## src/rtl/uart_rx_deser.sv

```systemverilog
// UART receive deserializer (clk_125 domain).
// Turns the asynchronous RXD line into one byte per frame with a one-cycle
// valid pulse, plus one-cycle framing / parity error pulses.
// Optional feature: define UART_RX_PARITY_EN to add one parity bit per frame
// (PARITY_ODD selects odd parity); otherwise frames are 8N1.
module uart_rx_deser #(
   parameter int BAUD_DIV    = 1085,
   parameter int SYNC_STAGES = 2
`ifdef UART_RX_PARITY_EN
   ,
   parameter bit PARITY_ODD  = 1'b0
`endif
) (
   input  logic       clk,
   input  logic       rst,
   input  logic       uart_rxd,
   output logic       uart_rx_vld,
   output logic [7:0] uart_rx_data,
   output logic       frame_err,
   output logic       parity_err,
   output logic       rx_busy
);

   localparam int CW = $clog2(BAUD_DIV);
   localparam logic [CW-1:0] HALF_M1 = CW'(BAUD_DIV / 2 - 1);
   localparam logic [CW-1:0] FULL_M1 = CW'(BAUD_DIV - 1);

   typedef enum logic [2:0] {
      IDLE      = 3'd0,
      START     = 3'd1,
      DATA      = 3'd2,
`ifdef UART_RX_PARITY_EN
      PARITY    = 3'd3,
`endif
      STOP      = 3'd4,
      WAIT_IDLE = 3'd5
   } state_t;

   state_t                 state;
   logic [SYNC_STAGES-1:0] sync_q;
   logic                   rxd_s;
   logic                   rxd_prev;
   logic                   rxd_fall;
   logic [CW-1:0]          baud_cnt;
   logic [2:0]             bit_cnt;
   logic [7:0]             shift_q;
   logic                   bit_tick;
`ifdef UART_RX_PARITY_EN
   logic                   perr_pend;
   logic                   perr_q;
`endif

   assign rxd_s    = sync_q[SYNC_STAGES-1];
   assign rxd_fall = rxd_prev & ~rxd_s;
   assign bit_tick = (baud_cnt == FULL_M1);
   assign rx_busy  = (state != IDLE);

   // Metastability synchronizer for RXD plus one-cycle history for edge detect;
   // resets to the idle-high line level so reset release never looks like a start.
   always_ff @(posedge clk or posedge rst) begin
      if (rst) begin
         sync_q   <= '1;
         rxd_prev <= 1'b1;
      end else begin
         sync_q   <= {sync_q[SYNC_STAGES-2:0], uart_rxd};
         rxd_prev <= rxd_s;
      end
   end

   // Data bits arrive LSB first, so shift in from the top.
   always_ff @(posedge clk) begin
      if (state == DATA && bit_tick) begin
         shift_q <= {rxd_s, shift_q[7:1]};
      end
   end

   // Frame FSM with registered pulse outputs; the START half-bit wait realigns
   // the baud counter so all later full-bit samples land mid-bit.
   always_ff @(posedge clk or posedge rst) begin
      if (rst) begin
         state        <= IDLE;
         baud_cnt     <= '0;
         bit_cnt      <= '0;
         uart_rx_vld  <= 1'b0;
         uart_rx_data <= 8'h00;
         frame_err    <= 1'b0;
`ifdef UART_RX_PARITY_EN
         perr_pend    <= 1'b0;
         perr_q       <= 1'b0;
`endif
      end else begin
         uart_rx_vld <= 1'b0;
         frame_err   <= 1'b0;
`ifdef UART_RX_PARITY_EN
         perr_q      <= 1'b0;
`endif
         case (state)
            IDLE: begin
               baud_cnt <= '0;
               bit_cnt  <= '0;
`ifdef UART_RX_PARITY_EN
               perr_pend <= 1'b0;
`endif
               if (rxd_fall) state <= START;
            end
            START: begin
               if (baud_cnt == HALF_M1) begin
                  baud_cnt <= '0;
                  state    <= rxd_s ? IDLE : DATA;
               end else begin
                  baud_cnt <= baud_cnt + CW'(1);
               end
            end
            DATA: begin
               if (bit_tick) begin
                  baud_cnt <= '0;
                  bit_cnt  <= bit_cnt + 3'd1;
                  if (bit_cnt == 3'd7) begin
`ifdef UART_RX_PARITY_EN
                     state <= PARITY;
`else
                     state <= STOP;
`endif
                  end
               end else begin
                  baud_cnt <= baud_cnt + CW'(1);
               end
            end
`ifdef UART_RX_PARITY_EN
            PARITY: begin
               if (bit_tick) begin
                  baud_cnt <= '0;
                  if (rxd_s != ((^shift_q) ^ PARITY_ODD)) perr_pend <= 1'b1;
                  state <= STOP;
               end else begin
                  baud_cnt <= baud_cnt + CW'(1);
               end
            end
`endif
            STOP: begin
               if (bit_tick) begin
                  baud_cnt <= '0;
                  if (rxd_s) begin
`ifdef UART_RX_PARITY_EN
                     if (perr_pend) begin
                        perr_q <= 1'b1;
                     end else begin
                        uart_rx_data <= shift_q;
                        uart_rx_vld  <= 1'b1;
                     end
`else
                     uart_rx_data <= shift_q;
                     uart_rx_vld  <= 1'b1;
`endif
                     state <= IDLE;
                  end else begin
                     frame_err <= 1'b1;
`ifdef UART_RX_PARITY_EN
                     perr_q    <= perr_pend;
`endif
                     state     <= WAIT_IDLE;
                  end
               end else begin
                  baud_cnt <= baud_cnt + CW'(1);
               end
            end
            WAIT_IDLE: begin
               baud_cnt <= '0;
               if (rxd_s) state <= IDLE;
            end
            default: state <= IDLE;
         endcase
      end
   end

`ifdef UART_RX_PARITY_EN
   assign parity_err = perr_q;
`else
   assign parity_err = 1'b0;
`endif

endmodule

```

## config.mk

```make
export PLATFORM = sky130hd
export DESIGN_NAME = uart_rx_deser
export DESIGN_NICKNAME = d
export VERILOG_FILES = /design/src/rtl/uart_rx_deser.sv
export SDC_FILE = /design/constraint.sdc
export NUM_CORES = 1
export LEC_CHECK = 0
export CAP_MARGIN = 20
export CORE_UTILIZATION = 28
export CTS_CLUSTER_DIAMETER = 50
export DETAILED_ROUTE_END_ITERATION = 8
export PLACE_DENSITY_LB_ADDON = 0.25
export REMOVE_ABC_BUFFERS = 1
export SLEW_MARGIN = 5
export SYNTH_ARGS = -nofsm -noshare
export SYNTH_HDL_FRONTEND = slang
export SYNTH_SLANG_ARGS = --single-unit
```

## constraint.sdc

```tcl
create_clock -name clk -period 4.4 [get_ports clk]
set_input_delay 0.88 -clock clk [delete_from_list [all_inputs] [get_ports clk]]
set_output_delay 0.88 -clock clk [all_outputs]
set_load 0.01 [all_outputs]
```

==> results of run 1 <==
## worst paths after layout
check	end	slack, ns
hold / removal	sync_q[1]$_DFF_PP1_	0.36
hold reg to reg	sync_q[1]$_DFF_PP1_	0.36
max in group asynchronous	baud_cnt[2]$_DFFE_PP0P_	2.64
min in group asynchronous	state[1]$_DFFE_PP0P_	1.12
setup / recovery	rx_busy	1.76
setup reg to reg	baud_cnt[2]$_DFFE_PP0P_	2.08
## worst max-delay path, cell delays in order (launching register included)
cell,delay (ns)
dfrtp_1,0.55
or3_1,0.44
clkdlybuf4s50_1,0.48
## sequential cells by signal (all words and copies together) (netlist names)
name          cells
baud_cnt         11
bit_cnt           3
frame_err         1
rxd_prev          1
shift_q           8
state             3
sync_q            2
uart_rx_data      8
uart_rx_vld       1
## cell type report
class	instances	share of cell area
well taps	75	0.0459
inverters	5	0.00918
clock inverters	2	0.0165
clock buffers	6	0.0355
multi-input cells	100	0.339
repair buffers	14	0.0673
flip-flops and latches	38	0.487
## cells in the mapped netlist (all sizes together)
master | count | share of area
xnor2 | 5 | 0.025
conb | 1 | 0.0022
o21ai | 4 | 0.012
a22o | 5 | 0.025
buf | 2 | 0.0065
a21oi | 6 | 0.017
clkbuf | 5 | 0.011
dfstp | 3 | 0.045
or4bb | 1 | 0.0065
xor2 | 2 | 0.010
ha | 5 | 0.036
o211ai | 1 | 0.0043
inv | 5 | 0.011
edfxtp | 8 | 0.14
nand4b | 1 | 0.0050
o221ai | 1 | 0.0086
a21bo | 1 | 0.0058
nand2b | 3 | 0.011
nor3 | 6 | 0.020
mux2 | 8 | 0.052
nand3 | 6 | 0.020
o21bai | 1 | 0.0043
nor4 | 1 | 0.0036
o22ai | 3 | 0.011
nand2 | 12 | 0.026
o41ai | 1 | 0.0050
dfrtp | 27 | 0.39
o21a | 2 | 0.0086
o311ai | 1 | 0.0050
nor2 | 11 | 0.024
or4b | 1 | 0.0079
maj3 | 1 | 0.0065
and3 | 5 | 0.018
o31ai | 1 | 0.0043
or2 | 1 | 0.0036
or3 | 3 | 0.011
## routing by layer
metal,routed length [µm],track usage
met5,0,0
met4,9,0.0268
met3,143,0.0472
met2,1470,0.174
met1,1440,0.132
## through the flow
| stage | instances | cell area, µm² |
|---|---|---|
| floorplan | 143 | 1710 |
| global placement | 232 | 1940 |
| detailed placement | 232 | 1940 |
| CTS | 240 | 2040 |
| global route | 240 | 2040 |
| finish | 240 | 2040 |
## logic make-up (layout without fill, tap and decap cells)
kind of cell	after synthesis	count (layout)	synth area share
and+or+nand+nor	51	51	0.156
DFF	38	38	0.573
AOI/OAI and AO/OA	27	27	0.111
buffers and inverters	12	27	0.0281
muxes	8	8	0.0519
xor gates and xnor gates	7	7	0.0353
adders and majority gates	6	6	0.0425
other	1	1	0.00216
## where the power goes
group	internal, mW	switching, mW	total [mW]
sequential	0.391	0.0406	0.431
combinational	0.0509	0.0581	0.109
clock	0.167	0.110	0.277
==> summary.json, run 1 <==
{
  "grt_overflow": {"value": 0},
  "final-hold-violation-count": {"value": 0},
  "max_freq": {"value": 379, "unit": "MHz"},
  "critical_register_to_register_path_startpoint": {"value": "baud_cnt[6]$_DFFE_PP0P_"},
  "rsz0062_at_grt": {"value": "no"},
  "critical_path_class": {"value": "flip-flop to primary output"},
  "core_region_area": {"value": 5960, "unit": "µm²"},
  "total_power": {"value": 817, "unit": "µW"},
  "ir_drop": {"value": 0.259, "unit": "mV"},
  "ys_ff_latch": {"value": 38},
  "die_h": {"value": 80.8, "unit": "µm"},
  "layout.filler_cells": {"value": 600},
  "worst_ep_required_time": {"value": 3.52, "unit": "ns"},
  "detailedPlacementHpwl": {"value": 2200, "unit": "µm"},
  "clock-sinks": {"value": 38},
  "clkTransAtPathRegs": {"value": 0.07, "unit": "ns"},
  "setup-tns-final": {"value": 0, "unit": "ns"},
  "grt_first_pass_wirelength": {"value": 5280, "unit": "µm"},
  "post_synth_num_cell_types": {"value": 41},
  "final_critical_path_setup_slack": {"value": 1.76, "unit": "ns"},
  "critPathArrivalTime": {"value": 1.76, "unit": "ns"},
  "drc": {"value": 0},
  "final_antenna_net_count": {"value": 0},
  "postCtsResizedCells": {"value": 0},
  "synth.yosys.warnings": {"value": 0},
  "clock_latency": {"value": 0.28, "unit": "ns"},
  "first_global_vias": {"value": 1130},
  "worst-path-max-fanout": {"value": 17},
  "place_congestion": {"value": 0.795},
  "min_from": {"value": "sync_q[0]$_DFF_PP1_"},
  "cts_root_buffer": {"value": "clkbuf_8"},
  "hold-path-cell-count": {"value": 0},
  "maxCapViolCount": {"value": 0},
  "fp.dieW": {"value": 80.8, "unit": "µm"},
  "port_buffers": {"value": 13},
  "max_slew_margin": {"value": 0.363},
  "cp_startpoint": {"value": "state[1]$_DFFE_PP0P_"},
  "finish.utilization": {"value": 0.343},
  "fp-row-count": {"value": 28},
  "worst_r2r_path_depth": {"value": 5},
  "syn2layout_area_growth": {"value": 17.7, "unit": "%"},
  "final_cell_mix": {"value": "dfrtp_1, clkdlybuf4s50_1, nand2_1"},
  "startpoint_type": {"value": "flip-flop"},
  "gr-usage-all-layers": {"value": 0.108},
  "worst_hold_path_type": {"value": "flip-flop to flip-flop"},
  "firstDrtPassIters": {"value": 4},
  "worst_setup_path_end_kind": {"value": "primary output"},
  "grt_start_max_net_pins": {"value": 26},
  "worst_slew_pin_slew": {"value": 0.954, "unit": "ns"},
  "ys_seq_area_frac": {"value": 0.573},
  "setup_viol_count_final": {"value": 0},
  "report.final.slew_viol_count": {"value": 0},
  "finalCriticalPeriod": {"value": 2.64, "unit": "ns"},
  "clock_skew": {"value": 0.00454, "unit": "ns"},
  "htree_num_levels": {"value": 2},
  "post_synth_inst_count": {"value": 150},
  "final_nets": {"value": 172},
  "routed_wirelength": {"value": 3060, "unit": "µm"},
  "place_ws": {"value": 2.06, "unit": "ns"},
  "leakagePower": {"value": 0.870, "unit": "nW"},
  "power_per_cell_area": {"value": 400, "unit": "nW/µm²"},
  "outcome": {"value": "finished clean"},
  "io_pins": {"value": 15},
  "detailedRoute.firstIterationViolations": {"value": 81},
  "post_synth_instance_area": {"value": 1740, "unit": "µm²"},
  "avgRoutedWirePerCell": {"value": 12.7, "unit": "µm"},
  "post-cts-setup-buffers": {"value": 0},
  "tritoncts_clock_tree": {"value": "yes"},
  "initial_utilization": {"value": 0.292},
  "multi_input_area": {"value": 693, "unit": "µm²"},
  "area.sequential": {"value": 995, "unit": "µm²"},
  "antenna_violations_before_repair": {"value": 0},
  "number_of_diodes_added_for_antenna_fixing": {"value": 0},
  "mostFrequentLayoutCell": {"value": "dfrtp_1"},
  "maximum_number_of_buffers_from_clock_root_to_sink": {"value": 2},
  "drive_above_1_share": {"value": 0.139},
  "final.period_utilization": {"value": 0.599},
  "drt-vias-per-instance": {"value": 4.78},
  "cts_made_buffers": {"value": 5},
  "final.hold.worst_slack": {"value": 0.359, "unit": "ns"},
  "die_footprint": {"value": 6520, "unit": "µm²"},
  "synth.avg_cell_area": {"value": 11.6, "unit": "µm²"},
  "cts-hold-fix-buffers": {"value": 0},
  "vias": {"value": 1148}
}
(Power assumes the default switching activity.)
==> run 2: changes to the inputs <==
Clock period 4.4 ns to 2.4 ns, I/O delays scaled along.
==> run 2 against run 1 <==
Core utilization up 0.44 points. Sequential power rose by 82%. Global-route usage grew 0.51 points. Die area stayed put. Total power grew 76%. Combinational power rose by 83%. Cell area grew 1.3%. Register-to-register slack worse by 1.9 ns. Wire length is 3.2% higher. Setup slack lost 1.6 ns. Via count is 2.9% higher. Critical endpoint is now baud_cnt[2]$_DFFE_PP0P_. Largest power group unchanged.
==> summary.json, run 2 (same netlist as run 1, synthesis figures left out) <==
{
  "grt_first_pass_wirelength": {"value": 5470, "unit": "µm"},
  "timing.critical_path.slowest_cell_delay": {"value": 0.58, "unit": "ns"},
  "place_congestion": {"value": 0.818},
  "maxCapViolCount": {"value": 0},
  "cts_root_buffer": {"value": "clkbuf_8"},
  "worst_setup_path_end_kind": {"value": "flip-flop"},
  "place_ws": {"value": 0.175, "unit": "ns"},
  "avgRoutedWirePerCell": {"value": 12.9, "unit": "µm"},
  "antenna_violations_before_repair": {"value": 0},
  "gr-usage-all-layers": {"value": 0.113},
  "leakagePower": {"value": 0.889, "unit": "nW"},
  "core_region_area": {"value": 5960, "unit": "µm²"},
  "outcome": {"value": "finished clean"},
  "final_antenna_net_count": {"value": 0},
  "mostFrequentLayoutCell": {"value": "dfrtp_1"},
  "drt-vias-per-instance": {"value": 4.82},
  "io_pins": {"value": 15},
  "worst_hold_path_type": {"value": "flip-flop to flip-flop"},
  "largest_register_ff_count": {"value": 11},
  "critical_path.n_buffers_inverters": {"value": 0},
  "die_footprint": {"value": 6520, "unit": "µm²"},
  "final-hold-violation-count": {"value": 0},
  "tritoncts_clock_tree": {"value": "yes"},
  "htree_num_levels": {"value": 2},
  "final_cell_mix": {"value": "dfrtp_1, clkdlybuf4s50_1, nand2_1"},
  "worst-path-max-fanout": {"value": 5},
  "fp.dieW": {"value": 80.8, "unit": "µm"},
  "initial_utilization": {"value": 0.292},
  "r2r_setup_slack": {"value": 0.17, "unit": "ns"},
  "cp_startpoint": {"value": "baud_cnt[6]$_DFFE_PP0P_"},
  "clock-sinks": {"value": 38},
  "vias": {"value": 1181},
  "rsz0062_at_grt": {"value": "no"},
  "firstDrtPassIters": {"value": 4},
  "report.final.slew_viol_count": {"value": 0},
  "largest-register": {"value": "baud_cnt"},
  "worstSetupEndpoint": {"value": "baud_cnt[2]$_DFFE_PP0P_"},
  "ir_drop": {"value": 0.352, "unit": "mV"},
  "layout_top_registers": {"value": "baud_cnt: 11 flops, shift_q: 8 flops, uart_rx_data: 8 flops"},
  "cell_chain_critical_path": {"value": "or4b_4 -> or3_1 -> maj3_2 -> o221ai_2 -> o311ai_1"},
  "detailedPlacementHpwl": {"value": 2240, "unit": "µm"},
  "fp-row-count": {"value": 28},
  "post-cts-setup-buffers": {"value": 0},
  "timing.critical_path.max_delay_family": {"value": "simple AND/OR/NAND/NOR gates"},
  "path_depth": {"value": 5},
  "final.period_utilization": {"value": 0.929},
  "worst_ep_required_time": {"value": 2.56, "unit": "ns"},
  "setup-tns-final": {"value": 0, "unit": "ns"},
  "max_freq": {"value": 448, "unit": "MHz"},
  "critical_path_class": {"value": "flip-flop to flip-flop"},
  "syn2layout_area_growth": {"value": 19.2, "unit": "%"},
  "number_of_diodes_added_for_antenna_fixing": {"value": 0},
  "cts_made_buffers": {"value": 5},
  "routed_wirelength": {"value": 3150, "unit": "µm"},
  "first_global_vias": {"value": 1196},
  "drc": {"value": 0},
  "final_critical_path_setup_slack": {"value": 0.170, "unit": "ns"},
  "grt_overflow": {"value": 0},
  "clock_latency": {"value": 0.29, "unit": "ns"},
  "finalCriticalPeriod": {"value": 2.23, "unit": "ns"},
  "r2r_end": {"value": "baud_cnt[2]$_DFFE_PP0P_"},
  "power_per_cell_area": {"value": 696, "unit": "nW/µm²"},
  "slowest_stage": {"value": "or4b_4"},
  "port_buffers": {"value": 13},
  "setup_viol_count_final": {"value": 0},
  "final_nets": {"value": 177},
  "grt_start_max_net_pins": {"value": 31},
  "postCtsResizedCells": {"value": 0},
  "worst_r2r_path_depth": {"value": 5},
  "cts-hold-fix-buffers": {"value": 0},
  "drive_above_1_share": {"value": 0.176},
  "die_h": {"value": 80.8, "unit": "µm"},
  "startpoint_type": {"value": "flip-flop"},
  "critPathArrivalTime": {"value": 2.39, "unit": "ns"},
  "clkTransAtPathRegs": {"value": 0.08, "unit": "ns"},
  "detailedRoute.firstIterationViolations": {"value": 65},
  "maximum_number_of_buffers_from_clock_root_to_sink": {"value": 2},
  "critical_register_to_register_path_startpoint": {"value": "baud_cnt[6]$_DFFE_PP0P_"},
  "clock_skew": {"value": 0.00791, "unit": "ns"}
}
run 2: worst min path at each step:
stage,slack [ns],end,from,depth (start not counted)
4_1_cts,0.36,sync_q[1]$_DFF_PP1_,sync_q[0]$_DFF_PP1_,0
3_3_place_gp,0.35,sync_q[1]$_DFF_PP1_,sync_q[0]$_DFF_PP1_,0
6_report,0.36,sync_q[1]$_DFF_PP1_,sync_q[0]$_DFF_PP1_,0
5_1_grt,0.36,sync_q[1]$_DFF_PP1_,sync_q[0]$_DFF_PP1_,0
3_5_place_dp,0.35,sync_q[1]$_DFF_PP1_,sync_q[0]$_DFF_PP1_,0
2_1_floorplan,0.35,sync_q[1]$_DFF_PP1_,sync_q[0]$_DFF_PP1_,0
run 2: area by class of cell:
cell class	count	area, µm²
repair buffers	19	175
clock inverters	2	12.5
flip-flops and latches	38	995
clock buffers	6	82.6
multi-input cells	100	693
fillers	602	3880
inverters	5	18.8
well taps	75	93.8
run 2: metrics by stage:
step           hold WS, ns   util  cell area (µm²)  instances  total power, mW
5_1_grt              0.362  0.348             2070        245             1.53
3_5_place_dp         0.347  0.332             1980        237            0.997
2_1_floorplan        0.345      -             1710        143            0.944
4_1_cts              0.358  0.348             2070        245             1.46
3_3_place_gp         0.348  0.332             1980        237            0.992
6_report             0.357  0.348             2070        245             1.44
run 2: power by group:
part           switching, mW  internal [mW]  total (mW)  leakage, nW
clock                  0.227          0.231       0.458       0.0472
sequential            0.0694          0.716       0.785        0.464
combinational          0.106         0.0931       0.199        0.377
total                  0.402           1.04        1.44        0.889
run 2: layer usage:
metal  track usage  wire length [µm]  vias up
li1              -                 -      570
met1         0.136              1450      578
met2         0.190              1540       26
met3        0.0303               121        7
met4        0.0464                49        0
met5             0                 0        -
run 2: worst reg2reg max path, stage by stage (launching register included):
cell and delay [ns]:
dfrtp_1 0.42, or4b_4 0.58, or3_1 0.41, maj3_2 0.34, o221ai_2 0.22, o311ai_1 0.13
